### src/rtl/dram_arbiter.sv
// -----------------------------------------------------------------------------
// dram_arbiter
//
// Two-port round-robin arbiter and sequencer in front of the single-port dram
// data memory. Exactly one dram access is in flight at a time. Port 0 is the
// load/store unit and port 1 is DMA/debug.
//
// Ports:
//   clk, reset_n                 clock (rising edge), async active-low reset
//   pN_req/rnw/addr/wdata        request command from requester N (N = 0, 1)
//   pN_gnt                       one-cycle pulse: command accepted
//   pN_rvalid/rdata              one-cycle read-valid pulse, data held after it
//   pN_err                       one-cycle pulse: access was out of range
//   mem_address/write_data/
//   mem_read_not_write/mem_cs    registered command to the dram
//   mem_read_data                dram registered read data (valid only the
//                                cycle after a cs=1 read edge)
//   dbg_state, dbg_ptr           current FSM state and round-robin pointer
//
// Handshake: a requester raises pN_req with its command fields and holds all
// of them stable until it sees pN_gnt high; it may drop or change the request
// at the edge that ends the gnt cycle. A request that is not granted is never
// lost; it is simply served on a later IDLE edge.
// -----------------------------------------------------------------------------
module dram_arbiter #(
    parameter int ADDRESS_BUS_WIDTH = 8,
    parameter int DATA_BUS_WIDTH    = 24,
    parameter int NUM_ADDRESS       = 256
) (
    input  logic                          clk,
    input  logic                          reset_n,
    input  logic                          p0_req,
    input  logic                          p0_rnw,
    input  logic [ADDRESS_BUS_WIDTH-1:0]  p0_addr,
    input  logic [DATA_BUS_WIDTH-1:0]     p0_wdata,
    input  logic                          p1_req,
    input  logic                          p1_rnw,
    input  logic [ADDRESS_BUS_WIDTH-1:0]  p1_addr,
    input  logic [DATA_BUS_WIDTH-1:0]     p1_wdata,
    output logic                          p0_gnt,
    output logic                          p0_rvalid,
    output logic [DATA_BUS_WIDTH-1:0]     p0_rdata,
    output logic                          p0_err,
    output logic                          p1_gnt,
    output logic                          p1_rvalid,
    output logic [DATA_BUS_WIDTH-1:0]     p1_rdata,
    output logic                          p1_err,
    output logic [ADDRESS_BUS_WIDTH-1:0]  mem_address,
    output logic [DATA_BUS_WIDTH-1:0]     mem_write_data,
    output logic                          mem_read_not_write,
    output logic                          mem_cs,
    input  logic [DATA_BUS_WIDTH-1:0]     mem_read_data,
    output logic [1:0]                    dbg_state,
    output logic                          dbg_ptr
);

    typedef enum logic [1:0] {
        IDLE   = 2'd0,
        ISSUE  = 2'd1,
        RDWAIT = 2'd2
    } state_t;

    state_t state;
    logic   ptr;       // port that wins when both request
    logic   win;       // port owning the access in flight
    logic   win_rnw;
    logic   win_ok;    // access in flight is inside the implemented range

    // Zero-extend to 33 bits so the compare is exact for any address width.
    function automatic logic in_range(input logic [ADDRESS_BUS_WIDTH-1:0] a);
        return 33'(a) < 33'(NUM_ADDRESS);
    endfunction

    logic                         any_req;
    logic                         sel;
    logic                         sel_rnw;
    logic [ADDRESS_BUS_WIDTH-1:0] sel_addr;
    logic [DATA_BUS_WIDTH-1:0]    sel_wdata;

    always_comb begin
        any_req   = p0_req | p1_req;
        // Lone requester wins; on contention the pointer port wins.
        sel       = (p0_req && p1_req) ? ptr : p1_req;
        sel_rnw   = sel ? p1_rnw   : p0_rnw;
        sel_addr  = sel ? p1_addr  : p0_addr;
        sel_wdata = sel ? p1_wdata : p0_wdata;
    end

    assign dbg_state = state;
    assign dbg_ptr   = ptr;

    always_ff @(posedge clk or negedge reset_n) begin
        if (!reset_n) begin
            state              <= IDLE;
            ptr                <= 1'b0;
            win                <= 1'b0;
            win_rnw            <= 1'b1;
            win_ok             <= 1'b1;
            p0_gnt             <= 1'b0;
            p1_gnt             <= 1'b0;
            p0_rvalid          <= 1'b0;
            p1_rvalid          <= 1'b0;
            p0_err             <= 1'b0;
            p1_err             <= 1'b0;
            p0_rdata           <= '0;
            p1_rdata           <= '0;
            mem_address        <= '0;
            mem_write_data     <= '0;
            mem_read_not_write <= 1'b1;
            mem_cs             <= 1'b0;
        end else begin
            // Pulse outputs default low; the cases below raise them for one cycle.
            p0_gnt    <= 1'b0;
            p1_gnt    <= 1'b0;
            p0_rvalid <= 1'b0;
            p1_rvalid <= 1'b0;
            p0_err    <= 1'b0;
            p1_err    <= 1'b0;

            case (state)
                IDLE: begin
                    if (any_req) begin
                        mem_address        <= sel_addr;
                        mem_write_data     <= sel_wdata;
                        mem_read_not_write <= sel_rnw;
                        mem_cs             <= in_range(sel_addr);
                        win                <= sel;
                        win_rnw            <= sel_rnw;
                        win_ok             <= in_range(sel_addr);
                        p0_gnt             <= ~sel;
                        p1_gnt             <= sel;
                        ptr                <= ~sel;
                        state              <= ISSUE;
                    end
                end

                ISSUE: begin
                    // The dram samples cs at this edge: a write commits here,
                    // a read produces data for the RDWAIT cycle.
                    mem_cs <= 1'b0;
                    if (win_rnw) begin
                        state <= RDWAIT;
                    end else begin
                        p0_err <= ~win & ~win_ok;
                        p1_err <= win & ~win_ok;
                        state  <= IDLE;
                    end
                end

                RDWAIT: begin
                    // mem_read_data is only driven in this cycle, and only
                    // when cs was actually raised for an in-range address.
                    if (win) begin
                        p1_rvalid <= 1'b1;
                        p1_err    <= ~win_ok;
                        p1_rdata  <= win_ok ? mem_read_data : '0;
                    end else begin
                        p0_rvalid <= 1'b1;
                        p0_err    <= ~win_ok;
                        p0_rdata  <= win_ok ? mem_read_data : '0;
                    end
                    state <= IDLE;
                end

                default: state <= IDLE;
            endcase
        end
    end

endmodule
### config.mk
export PLATFORM = sky130hd
export DESIGN_NAME = dram_arbiter
export DESIGN_NICKNAME = d
export VERILOG_FILES = /design/src/rtl/dram_arbiter.sv
export SDC_FILE = /design/constraint.sdc
export NUM_CORES = 1
export LEC_CHECK = 0
export ABC_AREA = 1
export BUFFER_PORTS_ARGS = -buffer_cell sky130_fd_sc_hd__clkbuf_2
export CAP_MARGIN = 20
export CORE_ASPECT_RATIO = 0.8
export CORE_UTILIZATION = 42
export CTS_CLUSTER_SIZE = 28
export DETAILED_ROUTE_END_ITERATION = 6
export PLACE_DENSITY = 0.76
export RECOVER_POWER = 50
export SYNTH_ARGS = -nofsm -noshare
export SYNTH_HDL_FRONTEND = slang
export SYNTH_SLANG_ARGS = --single-unit
### constraint.sdc
create_clock -name clk -period 1 [get_ports clk]
set_input_delay 0.1 -clock clk [delete_from_list [all_inputs] [get_ports clk]]
set_output_delay 0.1 -clock clk [all_outputs]
set_load 0.01 [all_outputs]
==> results by group <==
Clocking
  • CTS Buf Count: 9
  • CTS root buf: clkbuf_16
  • Clock transition at path regs: 0.06 ns
  • Max Buffers Root-to-Sink: 2
  • Clk sinks: 90
  • CTS tree: yes
  • # H-tree levels: 3
  • Clk_lat worst skew: 0.32 ns

Synth
  • Mapped Cells: 497
  • Top post-synthesis cells by area: dfrtp_1, nand2_1, inv_1
  • Yosys reg bits: 90
  • Dominant cell type by area after synthesis: dfrtp_1
  • Post-synth ARST share: 1.000
  • Synth cell count leaders: nand2_1, inv_1, dfrtp_1, nand3_1, o21ai_0
  • Post-synth EDFFs: 0
  • Top FF cell, synth: dfrtp_1
  • Top-count cell post-synth: nand2_1
  • Synth warnings: 0
  • Mapped Area: 4029 um2
  • Yosys top cell area share: 0.5528
  • Syn Area/Cell: 8.106 um2
  • Sequential share of the synthesized area: 0.5593
  • Yosys cell types: 16

GRT
  • Initial antenna violation count: 0
  • GRT Overall Usage: 0.2145
  • Pin count of the biggest net entering global routing: 35
  • Total global routing overflow: 0
  • Vias in the first global route: 3661
  • First-pass GRT wire length: 16840 um

STA
  • Final hold slack: 0.01212 ns
  • Final setup viols: 92
  • Endpoints failing hold: 0
  • Max-slew violations: 0
  • Final setup TNS: -13.27 ns
  • Slew HR: 0.5232
  • Setup Skew: 0.004386 ns
  • Min Tclk post-route: 1.215 ns
  • FMAX: 822.9 MHz
  • Final WS setup: -0.2152 ns
  • Final worst path period share: 1.215
  • RSZ-0062 raised after global routing: true
  • Slew @ Worst Pin: 0.7152 ns

Finish
  • # fillers: 754
  • Design Area, Final: 5834 um2
  • Share of cells above drive strength 1: 0.3752
  • Final core utilization: 0.6347
  • Layout area overhead: 44.81%
  • ANT cells: 0
  • Nets: 790
  • Post-Layout Cell Count: 816

Pwr
  • Peak supply drop: 1.188 mV
  • Post-layout power: 18.06 mW
  • Clk network pwr share: 0.173
  • Register share of total power: 0.367
  • Sw power: 7.062 mW
  • Switch share: 0.3911
  • Comb pwr share: 0.460
  • Power Density: 3095 nW/um2
  • Internal cell power: 11.00 mW
  • Leakage: 3.509 nW

Drt
  • Residual DRC: 12
  • Via count: 3809
  • Routed wire length: 10840 um
  • Drt initial violations: 306
  • DR pass1 iterations: 7
  • Vias per inst: 4.668
  • DRT antenna net count: 0
  • Avg WL per Cell: 13.29 um

Setup path
  • Top cell by count, worst path: buf_12
  • Worst path cell trace: inv_2, nand2_4, nor2_4, buf_12, buf_12, nand3_1, nand2_1
  • CP max FO: 5
  • CP required: 1.26 ns
  • CP Buf/Inv Count: 3
  • CP Launch Type: flop
  • CP delay by family, top: flip-flops
  • WS Path Type: flop to flop
  • Crit-path max cell delay: 0.41 ns
  • Slowest CP cell: dfrtp_2
  • Crit end category: flop
  • Worst EP arrival: 1.48 ns

Floorplanning
  • Initial core utilization: 0.4383
  • Row count: 31
  • Vert. Die Dim: 89.60 um
  • Core Area: 9193 um2
  • Die X: 111.5 um
  • Die area: 9990 um2
  • IO Count: 185

Flow run
  • Max_cap viols: 0

Placement
  • Pre-CTS setup slack: -0.2916 ns
  • Placed insts: 786
  • DP Area: 5164 um2
  • Routability Congestion: 0.8055
  • Post-DP HPWL: 7327 um
  • Port Buffers: 182

Hold path
  • Hold/Removal Path Class: primary input to flop

Run status
  • Outcome: complete, but fails checks
  • Violated checks: DRC, setup timing
final timing paths:
kind                       cells past startpoint  slack (ns)         startpoint                  to
setup / recovery                               7       -0.22       dbg_state[1]  mem_write_data[12]
hold / removal                                 3        0.01  mem_read_data[21]        p0_rdata[21]
setup reg to reg                               7       -0.22       dbg_state[1]  mem_write_data[12]
hold reg to reg                                2        0.49  mem_write_data[5]   mem_write_data[5]
max in group asynchronous                      3        0.03            reset_n        p0_rdata[21]
min in group asynchronous                      2        0.36            reset_n         p1_rdata[5]
sequential cells by signal, summed over array words and instances, names as in the netlist:
signal          cells
p1_rdata           24
dbg_ptr             1
win                 1
p0_gnt              1
mem_cs              1
p0_rvalid           1
win_rnw             1
p0_rdata           24
p1_rvalid           1
dbg_state           2
mem_write_data     24
p1_gnt              1
mem_address         8
area by class of cell:
class	instances	area [um2]	area share
sequential	90	2255	0.3864
timing repair buffer	216	1423	0.2438
multi-input combinational	279	1345	0.2305
inverter	100	387.9	0.06648
clock buffer	11	242.7	0.04160
tap	115	143.9	0.02466
clock inverter	5	37.54	0.006434
cell families after synthesis:
family,count (synthesis),synth area share
flops,90,0.5593
buf+inv,129,0.1373
simple gates,228,0.2416
other cells,1,0.0009308
compound gates,49,0.06087
power groups by stage:
| stage | registers [mW] | clock network [mW] | logic (mW) |
|---|---|---|---|
| 2_1_floorplan | 7.33 | 0 | 3.12 |
| 3_3_place_gp | 6.58 | 0 | 6.66 |
| 3_5_place_dp | 6.60 | 0 | 6.99 |
| 4_1_cts | 6.60 | 3.20 | 7.99 |
| 5_1_grt | 6.83 | 3.33 | 9.15 |
| 6_report | 6.63 | 3.13 | 8.30 |
routing by layer:
metal  part of all wire  vias to the layer above  track usage
met1               0.43                     1763       0.2628
met4              0.016                        0      0.07862
met3              0.058                       16      0.04765
met2               0.50                      136       0.3807
li1                   -                     1894            -
met5                  0                        -            0
what timing repair did:
| item | in CTS | in global routing |
|---|---|---|
| buffers inserted | 7 | 2 |
| endpoints found under the hold margin | 38 | 0 |
| cloned | 4 | 2 |
| setup endpoints to repair | 92 | 93 |
| pin swaps | 4 | 10 |
| hold buffers | 1 | 0 |
| gates resized for setup | 31 | 29 |
cells in the final DEF, fill, tap and decap left out:
master and instances:
nand2_2 1, nand3_4 2, buf_6 6, buf_16 3, dfrtp_1 88, nand3_1 50
dfrtp_2 1, o21ai_1 32, conb_1 2, inv_12 1, nand3_2 16, inv_6 2
o21ai_2 1, clkbuf_16 11, inv_2 4, buf_4 15, dlygate4sd3_1 1, nor2_2 1
inv_1 95, o21ai_0 16, clkinvlp_4 2, clkbuf_2 178, buf_12 9, buf_8 1
nand2_4 3, dfstp_2 1, clkbuf_1 1, clkinv_2 1, clkbuf_8 2, nor2_4 2
nor2_1 4, nand2_1 149
worst reg2reg max path: stages, from the launching register on:
cell	delay, ns
dfrtp_2	0.41
inv_2	0.07
nand2_4	0.06
nor2_4	0.14
buf_12	0.17
buf_12	0.13
nand3_1	0.09
nand2_1	0.09
Power figures use the tool's default switching activity.
